$ cat config.mk
export PLATFORM = sky130hd
export DESIGN_NAME = shift_sequencer8
export DESIGN_NICKNAME = d
export VERILOG_FILES = /design/src/rtl/shift_sequencer8.sv
export SDC_FILE = /design/constraint.sdc
export NUM_CORES = 1
export LEC_CHECK = 0
export ABC_AREA = 1
export CAP_MARGIN = 40
export CORE_MARGIN = 2
export CORE_UTILIZATION = 54
export CTS_BUF_LIST = sky130_fd_sc_hd__clkbuf_8
export CTS_CLUSTER_SIZE = 30
export DETAILED_ROUTE_END_ITERATION = 10
export PLACE_DENSITY = 0.84
export SLEW_MARGIN = 10
export SYNTH_ARGS = -nofsm -noshare
export SYNTH_HDL_FRONTEND = slang
export SYNTH_SLANG_ARGS = --single-unit
$ cat constraint.sdc
create_clock -name clk -period 1.85 [get_ports clk]
set_input_delay 0.37 -clock clk [delete_from_list [all_inputs] [get_ports clk]]
set_output_delay 0.37 -clock clk [all_outputs]
set_load 0.01 [all_outputs]
$ cat src/rtl/shift_sequencer8.sv
// Multi-cycle shift/rotate engine: loads an operand on start, then applies one
// single-bit shift per clock for shamt cycles and pulses done when finished.
module shift_sequencer8 #(
  parameter int WIDTH = 8,
  parameter int CNT_W = 3
) (
  input  logic             clk,
  input  logic             reset_n,
  input  logic             start,
  input  logic [2:0]       op,
  input  logic [CNT_W-1:0] shamt,
  input  logic [WIDTH-1:0] d_in,
  output logic [WIDTH-1:0] q,
  output logic             busy,
  output logic             done
);

  typedef enum logic [1:0] {
    IDLE  = 2'd0,
    SHIFT = 2'd1,
    DONE  = 2'd2
  } state_t;

  localparam logic [2:0] OP_LSL = 3'b000;
  localparam logic [2:0] OP_LSR = 3'b001;
  localparam logic [2:0] OP_ASR = 3'b010;
  localparam logic [2:0] OP_ROL = 3'b011;
  localparam logic [2:0] OP_ROR = 3'b100;

  state_t           state_reg, state_next;
  logic [WIDTH-1:0] q_reg, q_next;
  logic [CNT_W-1:0] cnt_reg, cnt_next;
  logic [2:0]       op_reg, op_next;

  logic [WIDTH-1:0] lsl_val, lsr_val, shift_val;

  // Plain one-bit left/right moves; the other operations reuse these and only
  // differ in the bit shifted in.
  genvar gi;
  generate
    for (gi = 0; gi < WIDTH - 1; gi++) begin : g_shift
      assign lsl_val[gi+1] = q_reg[gi];
      assign lsr_val[gi]   = q_reg[gi+1];
    end
  endgenerate
  assign lsl_val[0]       = 1'b0;
  assign lsr_val[WIDTH-1] = 1'b0;

  always_comb begin
    shift_val = q_reg;
    case (op_reg)
      OP_LSL:  shift_val = lsl_val;
      OP_LSR:  shift_val = lsr_val;
      OP_ASR:  shift_val = {q_reg[WIDTH-1], lsr_val[WIDTH-2:0]};
      OP_ROL:  shift_val = {lsl_val[WIDTH-1:1], q_reg[WIDTH-1]};
      OP_ROR:  shift_val = {q_reg[0], lsr_val[WIDTH-2:0]};
      default: shift_val = q_reg;
    endcase
  end

  always_comb begin
    state_next = state_reg;
    q_next     = q_reg;
    cnt_next   = cnt_reg;
    op_next    = op_reg;
    case (state_reg)
      IDLE: begin
        if (start) begin
          q_next     = d_in;
          op_next    = op;
          cnt_next   = shamt;
          state_next = (shamt != '0) ? SHIFT : DONE;
        end
      end
      SHIFT: begin
        // cnt is never zero here, so the decrement cannot wrap.
        q_next   = shift_val;
        cnt_next = cnt_reg - CNT_W'(1);
        if (cnt_reg == CNT_W'(1)) state_next = DONE;
      end
      DONE: begin
        state_next = IDLE;
      end
      default: begin
        state_next = IDLE;
      end
    endcase
  end

  always_ff @(posedge clk or negedge reset_n) begin
    if (!reset_n) begin
      state_reg <= IDLE;
      q_reg     <= '0;
      cnt_reg   <= '0;
      op_reg    <= '0;
    end else begin
      state_reg <= state_next;
      q_reg     <= q_next;
      cnt_reg   <= cnt_next;
      op_reg    <= op_next;
    end
  end

  assign q    = q_reg;
  assign busy = (state_reg != IDLE);
  assign done = (state_reg == DONE);

endmodule

==> results.md, run 1 <==
- Core area: 0.00176 sq mm
- Adder-cell share of the synthesized area: 0.0242
- Initial drt markers: 16
- Largest net degree at the start of global routing: 17
- H-tree depth: 1
- Met3 GRT Util: 0.0340
- R2r startpoint: op_reg[1]
- Fin crit share: 0.954
- Crit path kind: flop to output pin
- Crit end category: output pin
- Post-Syn Area: 0.00103 sq mm
- Site Rows: 15
- Syn Nets: 168
- Post-route DRC: 0
- Max-cap violations: 0
- Worst reg2reg setup slack: 0.32 ns
- Arr. time, crit path: 1.39 ns
- Crit path max fanout: 3
- Hold Crit Class: input pin to async pin
- Met1 usage: 0.300
- Area share of and/or/nand/nor cells after synthesis: 0.367
- CP startpoint: state_reg[1]
- Slew HR: 0.716
- Sequential Power Share: 0.284
- Status: finished clean
- Synth area leader: dfrtp_1
- Clock Pin Slew Worst Setup and Hold Paths: 0.06 ns
- Starting density of the core: 0.586
- Max reg flops: 8
- Net count reported at finish: 197
- DIE HEIGHT: 47.7 um
- Final instance count without filler cells: 201
- XOR/XNOR Fraction of Synth Area: 0.00847
- Inst Count DP: 198
- Clock share of power: 0.101
- Min Tclk post-route: 1.76 ns
- GP Congestion: 0.788
- Number of port buffers: 26
- Full die area: 0.00228 sq mm
- RSZ-0062 raised after global routing: false
- Die X: 47.7 um
- Mean Syn Cell Area: 6.94 sq um
- Layout cell share with drive strength beyond 1: 0.102
- Final wirelength: 2350 um
- Antenna-violating nets left: 0
- P_sw: 1.20 mW
- Wirelength per Cell: 11.7 um
- Cell-internal power: 1.34 mW
- Max-slew violations: 0
- Vias per cell: 5.25
- Global Route met2 Usage: 0.411
- Pwr Density: 1870 mW/mm^2
- Compound-Gate Fraction of Synth Area: 0.100
- Reg-to-Reg End: q[4]
- Largest family of logic cells by synthesized area: simple AND/OR/NAND/NOR gates
- Antenna cells: 0
- Switch share: 0.473
- CTS tree: done
- FF-to-FF path depth: 7
- Lkg Pwr: 0.681 nW
- Share of the yosys chip area belonging to registers: 0.387
- Worst path required time: 1.48 ns
- Fillers: 153
- GRT Total Usage: 0.237
- Multi-input logic area: 528 sq um
- Seq cells post-synth: 16
- Fmax: 0.567 GHz
- TritonRoute pass-1 iters: 4
- CTS Root Cell: clkbuf_8
- Worst Setup EP: done
- Slew @ Worst Pin: 0.424 ns
- Total gr overflow: 0
- Synth Instances: 149
- CTS buffer count: 3
- Setup Skew: 0.00154 ns
- Worst Setup Start Kind: flop
- Initial antenna violation count: 0
- Mux cell area share after synthesis: 0.0109
- Longest Clk Path Bufs: 2
- Busiest metal layer after global routing: met2
- Detailed Place HPWL: 1760 um
- Setup Buffers After CTS: 0
- Synth top area cells: dfrtp_1 39%, nor2_1 13%, nand2_1 12%
- Yosys top cell area share: 0.387
- Vias in the first global route: 894
- Routed vias: 1055
- Io pins: 27
- Clock Sink Count: 16
- Ys Warns: 0
- Setup_tns: 0 ns
- Final Hold Viols: 0
- Final setup viols: 0
- Register area: 402 sq um
- Peak supply drop: 0.997 mV
- First-pass GRT wire length: 3770 um
- Area Overhead vs Synth: 31.5%
- Worst skew pair latency: 0.25 ns
- Netlist cell types: 23
- Combinational share of power: 0.614
==> worst min-delay path by stage <==
stage                 end  cells after the start
2_1_floorplan  cnt_reg[0]                      0
3_3_place_gp         q[7]                      2
3_5_place_dp         q[7]                      2
4_1_cts              q[7]                      2
5_1_grt         op_reg[2]                      2
6_report        op_reg[2]                      2
==> critical path: stages (launching register included) <==
cell and delay, ns:
dfrtp_2 0.42, inv_2 0.06, nor2_1 0.11, clkdlybuf4s50_1 0.56
==> through the flow <==
step	utilization	instance area [sq um]	setup slack, ns	hold WS, ns	total power, mW
3_3_place_gp	0.746	1320	0.229	0.529	2.19
4_1_cts	0.770	1360	0.0282	0.453	2.55
5_1_grt	0.770	1360	0.0107	0.469	2.78
6_report	0.770	1360	0.0859	0.444	2.54
2_1_floorplan	-	1030	0.579	0.0744	1.81
3_5_place_dp	0.746	1320	0.205	0.537	2.26
==> power groups by stage <==
stage               clock network [mW]  registers (mW)  logic [mW]
finish                           0.258           0.723        1.56
global placement                     0           0.716        1.48
CTS                              0.266           0.719        1.56
global route                     0.278           0.751        1.75
floorplan                            0           0.730        1.08
detailed placement                   0           0.724        1.54
==> logic make-up (layout without fill, tap and decap cells) <==
logic type	after synthesis	in the layout
AOI/OAI and AO/OA	18	18
xor gates and xnor gates	1	1
buffers and inverters	24	51
muxes	1	1
adders and majority gates	2	2
and+or+nand+nor	87	87
DFF	16	16
==> final cells by class <==
| cell class | instances | area share |
|---|---|---|
| timing repair buffer | 29 | 0.208 |
| clock buffer | 3 | 0.0304 |
| tap | 25 | 0.0230 |
| inverter | 19 | 0.0543 |
| sequential | 16 | 0.296 |
| multi-input combinational | 109 | 0.389 |
==> placed cells by master (no fill, tap or decap), drive strengths merged <==
cell type | netlist | layout
a31oi | 1 | 1
inv | 19 | 19
o221ai | 1 | 1
ha | 2 | 2
nand3 | 12 | 12
clkdlybuf4s50 | 0 | 26
nor2 | 36 | 36
o21ai | 3 | 3
nor3 | 1 | 1
o211ai | 2 | 2
dfrtp | 16 | 16
mux2 | 1 | 1
clkbuf | 0 | 3
a21oi | 10 | 10
nand4 | 2 | 2
buf | 5 | 3
xor2 | 1 | 1
nand2 | 36 | 36
o2bb2ai | 1 | 1
==> what timing repair did <==
action                     CTS  global route
setup endpoints to repair    0             1
hold buffers                 0             0
gates resized for setup      0             1
==> per-layer routing <==
layer | vias up | part of all wire
met5 | - | 0
met4 | 0 | 0.012
met3 | 5 | 0.057
met2 | 44 | 0.52
met1 | 480 | 0.41
li1 | 526 | -
==> cells in the mapped netlist, drive strengths merged <==
master / instances
nand2: 36
nor2: 36
inv: 19
dfrtp: 16
nand3: 12
a21oi: 10
buf: 5
o21ai: 3
ha: 2
nand4: 2
o211ai: 2
a31oi: 1
mux2: 1
nor3: 1
o221ai: 1
o2bb2ai: 1
xor2: 1
No activity file was read; power rests on OpenSTA's default activity.
==> run 2, diff against run 1 <==
--- a/config.mk
+++ b/config.mk
@@ -7,11 +7,11 @@
 export LEC_CHECK = 0
 export ABC_AREA = 1
 export CAP_MARGIN = 40
-export CORE_MARGIN = 2
 export CORE_UTILIZATION = 54
 export CTS_BUF_LIST = sky130_fd_sc_hd__clkbuf_8
 export CTS_CLUSTER_SIZE = 30
 export DETAILED_ROUTE_END_ITERATION = 10
+export GPL_TIMING_DRIVEN = 0
 export PLACE_DENSITY = 0.84
 export SLEW_MARGIN = 10
 export SYNTH_ARGS = -nofsm -noshare
==> run 2 against run 1 <==
Net effect: global-route usage increased by 1.4 points; die area is 8.2% lower; utilization grew 0.43 points; clock power increased by 2%; largest power group unchanged.
==> results.md, run 2 (synthesis results as in run 1) <==
- Final instance count without filler cells: 203 (+1.0%)
- Longest Clk Path Bufs: 2 (unchanged)
- Most frequent cells in the layout: 35 x nor2_1, 34 x nand2_1, 26 x clkdlybuf4s50_1, 16 x dfrtp_1, 14 x inv_1
- Clock Sink Count: 16 (unchanged)
- CTS Hold Bufs: 0 (unchanged)
- Vias in the first global route: 891 (-0.34%)
- Full die area: 0.00209 sq mm (-8.2%)
- Crit path max fanout: 3 (unchanged)
- Crit path kind: flop to output pin
- CP Cell Sequence: inv_2, nor2_1, clkdlybuf4s50_1
- GP Congestion: 0.869 (+10%)
- Inst Count DP: 200 (+1.0%)
- Pre-CTS setup slack: 0.142 ns (-0.0628 ns)
- Clock Pin Slew Worst Setup and Hold Paths: 0.06 ns (about the same)
- GRT Total Usage: 0.250 (+0.0136)
- Starting density of the core: 0.586 (unchanged)
- Largest net degree at the start of global routing: 17 (unchanged)
- H-tree depth: 1 (unchanged)
- Min Tclk post-route: 1.80 ns (+0.0386 ns)
- Final Total Pwr: 2.57 mW (+1.1%)
- Core area: 0.00176 sq mm (unchanged)
- CTS buffer count: 3 (unchanged)
- Crit end category: output pin
- Fillers: 148 (-3.3%)
- Worst Setup Start Kind: flop
- Arr. time, crit path: 1.43 ns (+0.04 ns)
- Multi-input logic area: 528 sq um (unchanged)
- Setup Skew: 0.00178 ns (+0.000240 ns)
- Site Rows: 15 (unchanged)
- Vias per cell: 5.00 (-4.7%)
- TritonRoute pass-1 iters: 4 (unchanged)
- Antenna cells: 0 (unchanged)
- Final wirelength: 2290 um (-2.6%)
- Fin crit share: 0.974 (+0.0209)
- Final Core Density: 0.774 (+0.00426)
- Peak supply drop: 1.10 mV (+10%)
- Initial drt markers: 28 (+12)
- CP max stage cell: clkdlybuf4s50_1
- Final Hold Viols: 0 (unchanged)
- Final setup viols: 0 (unchanged)
- Lkg Pwr: 0.688 nW (+0.91%)
- Slew @ Worst Pin: 0.768 ns (+0.344 ns)
- Status: finished clean
- CTS tree: done
- Die X: 45.7 um (-4.2%)
- Area Overhead vs Synth: 32.2%
- Detailed Place HPWL: 1680 um (-4.7%)
- Setup Buffers After CTS: 0 (unchanged)
- Io pins: 27 (unchanged)
- Register area: 400 sq um (-0.31%)
- Routed vias: 1015 (-3.8%)
- Max reg flops: 8 (unchanged)
- RSZ-0062 raised after global routing: false
- Layout cell share with drive strength beyond 1: 0.107 (+0.00447)
- Critical path's largest stage delay: 0.54 ns (-0.02 ns)
- Setup_tns: 0 ns (unchanged)
- DIE HEIGHT: 45.7 um (-4.2%)
- Antenna-violating nets left: 0 (unchanged)
- Total gr overflow: 0 (unchanged)
- Post-cts resize count: 0 (unchanged)
- CTS Root Cell: clkbuf_8
- Worst path required time: 1.48 ns (about the same)
- Number of port buffers: 26 (unchanged)
- Slew HR: 0.486 (-0.230)
- Wirelength per Cell: 11.3 um (-3.6%)
- Commonest non-fill, non-tap cell in the layout: nor2_1
- Max-slew violations: 0 (unchanged)
- Hold Crit Class: flop to flop
- Net count reported at finish: 199 (+1.0%)
- Fmax: 0.555 GHz (-2.1%)
- First-pass GRT wire length: 3710 um (-1.8%)
- Initial antenna violation count: 0 (unchanged)
- Pwr Density: 1880 mW/mm^2 (+0.51%)
- Delay-heaviest family, CP: buffers and inverters
- Buffer and inverter count on the worst path: 2 (unchanged)
- Worst skew pair latency: 0.25 ns (about the same)
- Max-cap violations: 0 (unchanged)
- Worst Slack Setup Final: 0.0473 ns (-0.0386 ns)
- Post-route DRC: 0 (unchanged)
[run 2: per-layer routing]
| metal | wire length (um) | GRT usage | up-vias | share of wire |
|---|---|---|---|---|
| li1 | - | - | 535 | - |
| met1 | 1100 | 0.337 | 454 | 0.48 |
| met2 | 1090 | 0.400 | 24 | 0.48 |
| met3 | 81 | 0.0357 | 2 | 0.035 |
| met4 | 21 | 0.106 | 0 | 0.0092 |
| met5 | 0 | 0 | - | 0 |
[run 2: tightest hold or removal path, delay by kind of cell (launching register included)]
| kind | cells | cell delay (ns) |
|---|---|---|
| flip-flops | 1 | 0.33 |
| AO/OA/AOI/OAI | 1 | 0.12 |
| buffers and inverters | 1 | 0.07 |
[run 2: area by class of cell]
type	count	share of cell area
multi-input cells	109	0.386
flip-flops and latches	16	0.293
repair buffers	26	0.190
inverters	19	0.0540
clock buffers	3	0.0302
plain buffers	5	0.0229
well taps	25	0.0229
[run 2: final timing paths]
kind | start | endpoint | slack [ns] | cells past startpoint
setup / recovery | state_reg[1] | done | 0.05 | 3
hold reg to reg | cnt_reg[1] | cnt_reg[1] | 0.56 | 2
setup reg to reg | state_reg[1] | q[3] | 0.42 | 9
max in group asynchronous | reset_n | q[5] | 0.80 | 1
hold / removal | cnt_reg[1] | cnt_reg[1] | 0.56 | 2
min in group asynchronous | reset_n | op_reg[0] | 0.57 | 1
[run 2: power by group]
group	total [mW]	switching [mW]	leakage, nW	internal [mW]
registers	0.722	0.185	0.183	0.537
logic	1.58	0.893	0.483	0.691
clock network	0.263	0.118	0.0216	0.144
[run 2: stage by stage]
stage | hold WS [ns] | cell area (sq um)
CTS | 0.556 | 1370
detailed placement | 0.541 | 1330
finish | 0.561 | 1370
global placement | 0.521 | 1330
floorplan | 0.0744 | 1030
global route | 0.601 | 1370
==> run 3, diff against run 2 <==
--- a/config.mk
+++ b/config.mk
@@ -6,7 +6,6 @@
 export NUM_CORES = 1
 export LEC_CHECK = 0
 export ABC_AREA = 1
-export CAP_MARGIN = 40
 export CORE_UTILIZATION = 54
 export CTS_BUF_LIST = sky130_fd_sc_hd__clkbuf_8
 export CTS_CLUSTER_SIZE = 30
==> results of run 3 <==
The final DEF is identical to that of run 2; final timing and power are the same.
==> variant 1: new RTL, settings of run 1 <==
Put a register stage on the outputs `busy` and `done`, without a reset. The values now appear one clock later. The other outputs are not delayed to match. Comments in the files are not updated.
--- a/src/rtl/shift_sequencer8.sv
+++ b/src/rtl/shift_sequencer8.sv
@@ -103,6 +103,8 @@
 
   assign q    = q_reg;
-  assign busy = (state_reg != IDLE);
-  assign done = (state_reg == DONE);
+  always_ff @(posedge clk) begin
+    busy <= (state_reg != IDLE);
+    done <= (state_reg == DONE);
+  end
 
 endmodule
Function: changed (Yosys sat finds a counterexample within 4 cycles, from zero or initial values and one cycle with reset_n low).
==> variant 1 against run 1 <==
Via count fell by 3.3%. Final area increased by 3.3%. Sequential power up 9.1%. Register-to-register slack better by 130 ps. Sequential cell count is 2 higher. Setup slack improved by 110 ps. Power increased by 1.5%. Synthesized cell count rose by 1.3%. Combinational power decreased by 3%. Worst hold slack lost 15 ps. Routed wire length decreased by 3.0%. Area after synthesis is 3.9% higher. Clock skew is 5.0 ps higher. Die area up 3.5%. Largest cell class unchanged. Highest routed layer unchanged.
==> variant 1: results <==
{
  "drt_pass1_iterations": 4,
  "async_reset_ff_frac": 0.889,
  "place_inst": 202,
  "gr-total-overflow": 0,
  "synth_area_leaders": "dfrtp_1 (37%), nor2_1 (12%), nand2_1 (12%)",
  "yosysWarnings": 0,
  "r2r_cells": 6,
  "top_layer": "met4",
  "numCtsBuffers": 3,
  "via_per_inst": 4.95,
  "yosysUniqueCellTypes": 24,
  "syn_area_per_cell_um2": 7.11,
  "status": "finished clean",
  "clkTransAtPathRegs_ps": 70,
  "routed_wl_mm": 2.28,
  "n_fill_cell": 162,
  "dpl.hpwl_mm": 1.61,
  "max_stage_delay_ps": 570,
  "reg2reg_to": "q[1]$_DFFE_PN0P_",
  "grt_max_degree": 17,
  "synth_enable_flop_cells": 0,
  "synth-compound-area-share": 0.0967,
  "drive_gt1_frac": 0.0950,
  "synthAdderAreaFrac": 0.0233,
  "synth_nets": 170,
  "cp.arrival_ps": 1280,
  "placedInstanceArea_mm2": 0.00136,
  "pre_cts_slack_ps": 200,
  "fin_skew_ps": 6.51,
  "ff2ff_setup_slack_ps": 450,
  "holdCritPathClass": "input port to async pin",
  "synth_mux_area_frac": 0.0105,
  "track_usage": 0.215,
  "p_leak_nw": 0.705,
  "routedLengthMet1_mm": 1.08,
  "cts_resized": 0,
  "cp_top_family": "buffers and inverters",
  "r2r-start": "op_reg[0]$_DFFE_PN0P_",
  "cp_max_fo": 6,
  "p_per_area_mw_per_mm2": 1840,
  "wl_met2_mm": 1.06,
  "wire_per_inst_um": 11.1,
  "clockRootBuffer": "clkbuf_8",
  "peakVddDrop_mv": 0.950,
  "drt_iter0_markers": 18,
  "synthXorXnorAreaFrac": 0.00816,
  "port_buffers": 26,
  "wl_met3_um": 103,
  "gp_congestion": 0.816,
  "ys_seq_area_frac": 0.410,
  "grt_pass1_wl_mm": 4.00,
  "grt_pass1_vias": 963,
  "holdWs_ps": 429,
  "slew_headroom": 0.710,
  "largest_reg_flops": 8,
  "clk_latency_ps": 260,
  "synth_common_cells": "nor2_1 (35), nand2_1 (34), dfrtp_1 (16), inv_1 (14)"
}
[variant 1: cell types whose count changed in the layout (fill, tap and decap cells not counted)]
cell | before | now
dfxtp_1 | 0 | 2
dfrtp_1 | 15 | 16
dfrtp_2 | 1 | 0
inv_1 | 14 | 15
[variant 1: how the worst max path moves through the flow]
stage                        startpoint          endpoint  slack (ps)
5_1_grt                q[1]$_DFFE_PN0P_              q[1]         140
6_report               q[1]$_DFFE_PN0P_              q[1]         200
3_3_place_gp                      start  q[4]$_DFFE_PN0P_         230
3_5_place_dp                      start  q[4]$_DFFE_PN0P_         200
4_1_cts                q[1]$_DFFE_PN0P_              q[1]         190
2_1_floorplan  state_reg[1]$_DFFE_PN0P_  q[6]$_DFFE_PN0P_         580
[variant 1: area by class of cell]
cell class | instances | area share
multi-input cells | 109 | 0.376
flip-flops and latches | 18 | 0.314
repair buffers | 29 | 0.201
inverters | 19 | 0.0526
clock buffers | 3 | 0.0294
well taps | 27 | 0.0241
clock inverters | 1 | 0.00267
[variant 1: per-layer routing]
metal,GRT usage,vias to the layer above
li1,-,531
met1,0.273,459
met2,0.356,25
met3,0.0494,5
met4,0.0857,0
met5,0,-
[variant 1: power breakdown]
group          switching [W]  total, W  internal, W
Combinational       0.000861   0.00151     0.000651
Sequential          0.000192  0.000789     0.000597
Clock               0.000131  0.000278     0.000148
[variant 1: cell families (layout without fill, tap and decap cells)]
family | after synthesis | after routing
AO/OA/AOI/OAI | 18 | 18
buffers and inverters | 24 | 52
adder cells (fa/ha/maj) | 2 | 2
AND/OR/NAND/NOR | 87 | 87
XOR/XNOR | 1 | 1
multiplexers | 1 | 1
flip-flops | 18 | 18
==> variant 2: new RTL, flow settings as in run 1 <==
Made on the original files. Set the parameter `CNT_W` to 6 (it was 3).
--- a/src/rtl/shift_sequencer8.sv
+++ b/src/rtl/shift_sequencer8.sv
@@ -3,5 +3,5 @@
 module shift_sequencer8 #(
   parameter int WIDTH = 8,
-  parameter int CNT_W = 3
+  parameter int CNT_W = 6
 ) (
   input  logic             clk,
Ports: changed (resized shamt); port bits go from 27 to 30. No check against the original RTL was run, so the function may have changed too.
==> variant 2 against run 1 <==
Final area increased by 21%. Sequential cell count increased by 3. Area after synthesis increased by 24%. Critical path depth decreased by 1. Register-to-register slack got worse by 30 ps. Power increased by 20%. Routed wire length increased by 28%. Setup slack got worse by 8.9 ps. Count of clock-buffer cells in the layout unchanged. Non-clock buffer count increased by 2. Largest power group unchanged. Highest routed layer unchanged.
==> variant 2: results <==
{
  "status": "finished clean",
  "wire_per_inst_um": 13.8,
  "antenna_found_initial": 0,
  "drt_pass1_iterations": 4,
  "slew_headroom": 0.803,
  "reg2reg_to": "cnt_reg[1]$_DFFE_PN0P_",
  "synth.top_cell.area_share": 0.371,
  "port_buffers": 29,
  "r2r-start": "state_reg[0]$_DFFE_PN0P_",
  "syn_area_per_cell_um2": 8.15,
  "n_fill_cell": 181,
  "drive_gt1_frac": 0.195,
  "ys_seq_area_frac": 0.371,
  "yosysWarnings": 0,
  "ff2ff_setup_slack_ps": 290,
  "p_leak_nw": 0.735,
  "synth_common_cells": "nand2_1 (21), dfrtp_1 (19), a21oi_1 (16), nand3_1 (12), o21ai_0 (12)",
  "synth_area_leaders": "dfrtp_1 (37%), a21oi_1 (6.3%), nand2_1 (6.2%)",
  "track_usage": 0.247,
  "cp_max_fo": 8,
  "holdWs_ps": 452,
  "holdCritPathClass": "input port to async pin",
  "clockBufferDepth": 2,
  "vias": 1253,
  "grt_max_degree": 20,
  "via_per_inst": 5.75,
  "gp_congestion": 0.842,
  "grt_pass1_wl_mm": 5.05,
  "async_reset_ff_frac": 1.00,
  "clk_latency_ps": 250,
  "synth_nets": 179,
  "peakVddDrop_mv": 1.11,
  "yosysUniqueCellTypes": 27,
  "drt_iter0_markers": 36,
  "fin_skew_ps": 1.70,
  "clkTransAtPathRegs_ps": 80,
  "layout.nets": 213,
  "dpl.hpwl_mm": 2.29,
  "numCtsBuffers": 3,
  "grt_pass1_vias": 1122,
  "switching_share": 0.484
}
variant 2: kinds of logic after synthesis:
group                      share of synthesized area
DFF                                            0.371
adders and majority gates                     0.0195
xor gates and xnor gates                     0.00684
buffers and inverters                         0.0763
and+or+nand+nor                                0.294
AOI/OAI and AO/OA                              0.232
variant 2: timing repair:
item                                    4_1_cts  5_1_grt
endpoints found under the setup margin        0        2
hold buffers                                  0        0
hold endpoints to repair                      0        0
gates resized for setup                       0        2
variant 2: worst max path at each step:
stage                             start                to  slack [ps]  depth (start not counted)
6_report       state_reg[0]$_DFFE_PN0P_              done          80                          2
4_1_cts        state_reg[0]$_DFFE_PN0P_              busy          30                          3
3_3_place_gp                      start  q[0]$_DFFE_PN0P_         240                          7
3_5_place_dp                      start  q[5]$_DFFE_PN0P_         200                          7
2_1_floorplan  state_reg[0]$_DFFE_PN0P_  q[0]$_DFFE_PN0P_         640                          7
5_1_grt        state_reg[0]$_DFFE_PN0P_              done          40                          2
variant 2: cell type report:
class,instances,share of cell area
clock buffer,3,0.0251
tap,28,0.0213
clock inverter,1,0.00228
multi-input combinational,118,0.430
inverter,18,0.0456
sequential,19,0.290
timing repair buffer,31,0.186
variant 2: critical path, stage by stage (launching register included):
cell and delay (ps):
dfrtp_2 490, nor2_1 120, clkdlybuf4s50_1 540
variant 2: stage by stage:
step | setup slack (ps) | area [um2] | util
floorplan | 641 | 1280 | -
global placement | 239 | 1600 | 0.715
detailed placement | 202 | 1600 | 0.715
CTS | 26.2 | 1640 | 0.736
global route | 41.7 | 1650 | 0.737
finish | 77.0 | 1650 | 0.737
variant 2: per-layer routing:
layer	up-vias	track usage	wire length, um	share of wire
li1	609	-	-	-
met3	6	0.0429	167	0.055
met4	0	0.0855	47	0.016
met1	587	0.330	1340	0.44
met5	-	0	0	0
met2	51	0.398	1460	0.48
variant 2: power by group through the flow:
stage,logic (W),clock network [W],registers [W]
CTS,0.00186,0.000295,0.000884
floorplan,0.00135,0,0.000853
detailed placement,0.00184,0,0.000895
global placement,0.00178,0,0.000880
global route,0.00208,0.000310,0.000925
finish,0.00186,0.000290,0.000895
